### src/rtl/mem_bus_pkg.sv
// Shared types and constants for the CPU memory-bus decoder: FSM states,
// slave selection and the data words returned on failed reads.
package mem_bus_pkg;

    typedef enum logic [1:0] {
        IDLE,
        WAIT_RAM,
        WAIT_PER,
        ERR_RSP
    } bus_state_t;

    typedef enum logic [1:0] {
        SEL_NONE,
        SEL_RAM,
        SEL_PER
    } bus_sel_t;

    localparam logic [31:0] MEM_ERR_RDATA      = 32'hDEAD_BEEF;
    localparam logic [31:0] MEM_UNMAPPED_RDATA = 32'h0000_0000;

    localparam logic [3:0] RAM_REGION_DEF    = 4'h0;
    localparam logic [3:0] PERIPH_REGION_DEF = 4'hF;

    // RAM wins if both regions are configured to the same value.
    function automatic bus_sel_t decode_region(
        input logic [3:0] region,
        input logic [3:0] ram_region,
        input logic [3:0] per_region
    );
        if (region == ram_region) begin
            return SEL_RAM;
        end else if (region == per_region) begin
            return SEL_PER;
        end
        return SEL_NONE;
    endfunction

endpackage

### src/rtl/mem_bus_decoder_timeout_cnt.sv
// Read-response watchdog: counts waiting cycles and flags the last one allowed.
module bus_timeout_cnt #(
    parameter int unsigned TIMEOUT = 64
) (
    input  logic clk,
    input  logic reset,
    input  logic clear,
    input  logic enable,
    output logic expire
);

    localparam logic [7:0] LIMIT = 8'(TIMEOUT - 1);

    logic [7:0] count;

    always_ff @(posedge clk) begin
        if (reset || clear) begin
            count <= '0;
        end else if (enable) begin
            count <= count + 8'd1;
        end
    end

    assign expire = enable && (count == LIMIT);

endmodule

### src/rtl/mem_bus_decoder.sv
// Address decoder and response router between the CPU memory bus and the
// RAM / peripheral slaves; tracks the single outstanding read.
module mem_bus_decoder
    import mem_bus_pkg::*;
#(
    parameter logic [3:0]  RAM_REGION    = RAM_REGION_DEF,
    parameter logic [3:0]  PERIPH_REGION = PERIPH_REGION_DEF,
    parameter int unsigned TIMEOUT       = 64
) (
    input  logic        clk,
    input  logic        reset,

    input  logic        mem_cmd_valid,
    output logic        mem_cmd_ready,
    input  logic        mem_cmd_instr,
    input  logic        mem_cmd_wr,
    input  logic [31:0] mem_cmd_addr,
    input  logic [31:0] mem_cmd_wdata,
    input  logic [3:0]  mem_cmd_be,
    output logic        mem_rsp_ready,
    output logic [31:0] mem_rsp_rdata,

    output logic        ram_cmd_valid,
    input  logic        ram_cmd_ready,
    output logic        ram_cmd_wr,
    output logic [31:0] ram_cmd_addr,
    output logic [31:0] ram_cmd_wdata,
    output logic [3:0]  ram_cmd_be,
    input  logic        ram_rsp_ready,
    input  logic [31:0] ram_rsp_rdata,

    output logic        per_cmd_valid,
    input  logic        per_cmd_ready,
    output logic        per_cmd_wr,
    output logic [31:0] per_cmd_addr,
    output logic [31:0] per_cmd_wdata,
    output logic [3:0]  per_cmd_be,
    input  logic        per_rsp_ready,
    input  logic [31:0] per_rsp_rdata,

    output logic        bus_err,
    output logic [31:0] bus_err_addr
);

    bus_state_t  state, state_next;
    bus_sel_t    sel;
    logic        rd_wait, rsp_slave, expire, timeout, rsp_now;
    logic        can_accept, slave_ready, accept, rd_accept;
    logic [31:0] slave_rdata, rd_addr;
    logic        unused_instr;

    assign unused_instr = mem_cmd_instr;

    assign sel = decode_region(mem_cmd_addr[31:28], RAM_REGION, PERIPH_REGION);

    // Only the slave being waited on may answer; anything else is dropped.
    always_comb begin
        rsp_slave   = 1'b0;
        slave_rdata = '0;
        case (state)
            WAIT_RAM: begin
                rsp_slave   = ram_rsp_ready;
                slave_rdata = ram_rsp_rdata;
            end
            WAIT_PER: begin
                rsp_slave   = per_rsp_ready;
                slave_rdata = per_rsp_rdata;
            end
            default: ;
        endcase
    end

    assign rd_wait = (state == WAIT_RAM) || (state == WAIT_PER);
    assign timeout = !reset && expire && !rsp_slave;
    assign rsp_now = !reset && (rsp_slave || timeout || (state == ERR_RSP));

    assign can_accept = !reset && ((state == IDLE) || rsp_now);

    always_comb begin
        slave_ready = 1'b1;
        case (sel)
            SEL_RAM: slave_ready = ram_cmd_ready;
            SEL_PER: slave_ready = per_cmd_ready;
            default: slave_ready = 1'b1;
        endcase
    end

    assign mem_cmd_ready = can_accept && slave_ready;
    assign accept        = mem_cmd_valid && mem_cmd_ready;
    assign rd_accept     = accept && !mem_cmd_wr;

    assign ram_cmd_valid = mem_cmd_valid && can_accept && (sel == SEL_RAM);
    assign per_cmd_valid = mem_cmd_valid && can_accept && (sel == SEL_PER);

    assign ram_cmd_wr    = mem_cmd_wr;
    assign ram_cmd_addr  = mem_cmd_addr;
    assign ram_cmd_wdata = mem_cmd_wdata;
    assign ram_cmd_be    = mem_cmd_be;
    assign per_cmd_wr    = mem_cmd_wr;
    assign per_cmd_addr  = mem_cmd_addr;
    assign per_cmd_wdata = mem_cmd_wdata;
    assign per_cmd_be    = mem_cmd_be;

    always_comb begin
        mem_rsp_rdata = '0;
        if (rsp_now) begin
            if (state == ERR_RSP) begin
                mem_rsp_rdata = MEM_UNMAPPED_RDATA;
            end else if (timeout) begin
                mem_rsp_rdata = MEM_ERR_RDATA;
            end else begin
                mem_rsp_rdata = slave_rdata;
            end
        end
    end

    assign mem_rsp_ready = rsp_now;
    assign bus_err       = (accept && (sel == SEL_NONE)) || timeout;

    // A response cycle doubles as an IDLE cycle so reads can issue back to back.
    always_comb begin
        state_next = state;
        if ((state == IDLE) || rsp_now) begin
            state_next = IDLE;
            if (rd_accept) begin
                case (sel)
                    SEL_RAM: state_next = WAIT_RAM;
                    SEL_PER: state_next = WAIT_PER;
                    default: state_next = ERR_RSP;
                endcase
            end
        end
    end

    always_ff @(posedge clk) begin
        if (reset) begin
            state        <= IDLE;
            rd_addr      <= '0;
            bus_err_addr <= '0;
        end else begin
            state <= state_next;
            if (rd_accept) begin
                rd_addr <= mem_cmd_addr;
            end
            if (accept && (sel == SEL_NONE)) begin
                bus_err_addr <= mem_cmd_addr;
            end else if (timeout) begin
                bus_err_addr <= rd_addr;
            end
        end
    end

    bus_timeout_cnt #(
        .TIMEOUT(TIMEOUT)
    ) u_timeout (
        .clk    (clk),
        .reset  (reset),
        .clear  (rd_accept && (sel != SEL_NONE)),
        .enable (rd_wait),
        .expire (expire)
    );

endmodule

### config.mk
export PLATFORM = sky130hd
export DESIGN_NAME = mem_bus_decoder
export DESIGN_NICKNAME = d
export VERILOG_FILES = /design/src/rtl/mem_bus_pkg.sv /design/src/rtl/mem_bus_decoder_timeout_cnt.sv /design/src/rtl/mem_bus_decoder.sv
export SDC_FILE = /design/constraint.sdc
export NUM_CORES = 1
export LEC_CHECK = 0
export CORE_AREA = 2 2 136 138
export CTS_BUF_LIST = sky130_fd_sc_hd__clkbuf_16
export CTS_CLUSTER_DIAMETER = 80
export DETAILED_ROUTE_END_ITERATION = 7
export DIE_AREA = 0 0 138 140
export PLACE_DENSITY = 0.67
export SETUP_SLACK_MARGIN = 0.05
export SYNTH_ARGS = -nofsm -noshare
export SYNTH_HDL_FRONTEND = slang
export SYNTH_SLANG_ARGS = --single-unit
export TNS_END_PERCENT = 5
### constraint.sdc
create_clock -name clk -period 3.43 [get_ports clk]
set_clock_uncertainty 0.1 [all_clocks]
set_input_delay 0.686 -clock clk [delete_from_list [all_inputs] [get_ports clk]]
set_output_delay 0.686 -clock clk [all_outputs]
set_load 0.005 [all_outputs]
==> metrics.csv <==
stage,metric,value,unit
clock_network,Clock transition at path regs,60,ps
setup_path,slowest cell delay on critical path,500,ps
synth,Syn Area/Cell,8.981,um2
global_route,initial antenna violation count,0,
clock_network,CTS max path bufs,2,
synth,commonest cells in the netlist,"buf_4, dfxtp_1, mux2i_1, nor2_1, inv_1",
placement,Buffers on Ports,238,
synth,Yosys warnings,0,
synth,number of synthesized flops with an enable pin,0,
setup_path,Reg-to-Reg Start,state[1],
drt,Routed WL per cell,15.93,um
die,Initial Util,28.94,%
clock_network,CTS Buf Count,9,
final_layout,final-stage net count,821,
sta,Tmin final,3449,ps
sta,fmax,0.2899,GHz
sta,Tcrit/Tclk final,100.6,%
pwr,PwrDens,334.7,nW/um2
setup_path,Critical Path RT,2640,ps
final_layout,fill count,1759,
global_route,first-pass GRT wire length,22.31,mm
clock_network,hold buffers post-CTS,0,
synth,Post-Syn Instances,573,
sta,Worst Tran Pin Value,758.4,ps
global_route,number of global-route vias before repair,4114,
drt,drt total wl,14.48,mm
setup_path,"critical path fanouts, max",25,
global_route,largest net degree at the start of global routing,63,
setup_path,CP max-delay cell,clkdlybuf4s50_1,
synth,"count leader, synth",buf_4,
final_layout,post-route cell area,7143,um2
sta,Slew HR,49.33,%
die,I/O Pins,348,
final_layout,post-route insts no fill,909,
drt,vias per inst,4.624,
setup_path,crit path launch type,input pin,
global_route,Global Route Usage Sum,14.10,%
sta,TNS Setup,-68.57,ps
drt,Via Count,4203,
placement,gpl congestion,0.7630,
worst_hold_path,Min-Delay Path Class,flip-flop to flip-flop,
placement,Area after DPL,6783,um2
final_layout,post-layout util,40.18,%
synth,"Seq/Total Area, Yosys",28.79,%
setup_path,crit path kind,input pin to output port,
die,die height,140,um
final_layout,area of the multi-input gates,2305,um2
worst_hold_path,Worst Min Path Start,rd_addr[18],
sta,unrepaired setup endpoints after global routing,yes,
placement,DP HPWL,10.52,mm
sta,Max Slew Vio Count,0,
die,die width,138,um
clock_network,CTS tree,built,
final_layout,# diodes,0,
synth,post-synthesis register bit count,74,
sta,"Hold Vio Cnt, Final",0,
setup_path,critical path's most frequent cell,clkdlybuf4s50_1,
drt,drt first pass iters,4,
sta,final worst setup slack,-19.29,ps
setup_path,crit-path cells,clkdlybuf4s50_1 > a22o_2 > a2111oi_4 > buf_12 > a21oi_1 > nor2_1 > clkdlybuf4s50_1,
synth,"area leader, netlist",dfxtp_1,
setup_path,CP Capture Type,output port,
final_layout,Register Area,1484,um2
synth,Netlist cell types,43,
final_layout,layout cells sized above 1,11.18,%
setup_path,Critical path origin,per_rsp_ready,
drt,1st-iter DRT viols,147,
synth,"Cell Area, Synth",5146,um2
status,failing checks,setup timing,
synth,"Net Count, Synth",719,
synth,top-area cell type share of the netlist area,28.79,%
clock_network,clk sink count,74,
global_route,total congestion overflow,0,
placement,Placed Instances,892,
synth,async set-or-reset flop fraction in the synthesized netlist,0,%
status,outcome,"complete, but fails checks",
flow_run,max-cap violations,0,
pwr,Max rail drop VDD,0.0002459,V
clock_network,Clk Tree Root Cell,clkbuf_16,
clock_network,CTS H-Tree Depth,3,
final_layout,Layout area overhead,38.80,%
setup_path,Worst Path Arrival,2660,ps
synth,top post-synthesis cells by area,"dfxtp_1, buf_4, mux2i_1",
synth,ys flop type,dfxtp_1,
die,area of the die,19320,um2
pwr,Leak Pwr,2.890,nW
drt,"antenna viol nets, final",0,
die,FP Rows,49,
die,CORE AREA,17780,um2
drt,Residual DRC,0,
sta,Setup-failing EPs final,9,
placement,setup slack after placement,-87.21,ps
clock_network,worst skew pair latency,330,ps
==> worst paths after layout <==
check / to / slack [ps] / cells after the start
worst max register to register: bus_err_addr[5] / 730 / 8
worst max-delay path: mem_rsp_rdata[5] / -20 / 7
worst min-delay path: rd_addr[18] / 370 / 2
worst min register to register: rd_addr[18] / 370 / 2
==> critical path, delay by kind of cell <==
family                 cells  cell delay, ps
buffers and inverters      3            1140
AOI/OAI and AO/OA          3             720
and+or+nand+nor            1             100
==> power by group <==
part,switching [W],total [W],internal [W]
Combinational,0.000184,0.000480,0.000296
Clock,0.000348,0.000977,0.000629
Sequential,0.0000254,0.000934,0.000909
==> kinds of logic after synthesis <==
kind of cell               Yosys count  synth area share [%]
AOI/OAI and AO/OA                  105                 17.70
xor gates and xnor gates             7                 1.191
adders and majority gates            5                 1.216
buffers and inverters              212                 27.52
DFF                                 74                 28.79
muxes                               65                 12.64
and+or+nand+nor                    105                 10.94
==> flip-flops by register name (all words and copies together) (netlist names) <==
signal           cells
bus_err_addr        32
rd_addr             32
state                2
u_timeout.count      8
==> metal layers <==
layer	global-route usage, %	part of all wire [%]	vias up
met5	0	0	-
met4	6.767	4.0	0
met3	4.479	7.5	54
met2	22.54	45	167
met1	17.27	43	1936
li1	-	-	2046
==> layout make-up <==
type | instances | share of cell area, %
Multi-Input combinational cell | 287 | 32.26
Timing Repair Buffer | 269 | 36.82
Clock inverter | 7 | 1.191
Sequential cell | 74 | 20.77
Tap cell | 229 | 4.011
Clock buffer | 9 | 3.153
Inverter | 34 | 1.787
==> metrics by stage <==
step           hold slack, ps  total power (W)
6_report                373.7         0.002391
5_1_grt                 393.8         0.002494
4_1_cts                 378.5         0.002425
3_5_place_dp            369.1         0.001434
3_3_place_gp            361.7         0.001431
2_1_floorplan           351.6         0.001243
==> layout by cell type (no fill, tap or decap), types with 22 or more instances in the layout <==
cell type / n
nor2_1: 38
mux2i_1: 65
dfxtp_1: 72
a21oi_1: 27
inv_1: 35
buf_4: 30
clkdlybuf4s50_1: 219
nand2b_1: 33
a221oi_1: 22
a22o_1: 24
==> what timing repair did <==
item                                    CTS  global route
pin swaps                                 2             2
endpoints found under the setup margin   37            27
setup buffers                             0             1
gates resized for setup                  16            11
Power figures use the tool's default switching activity.
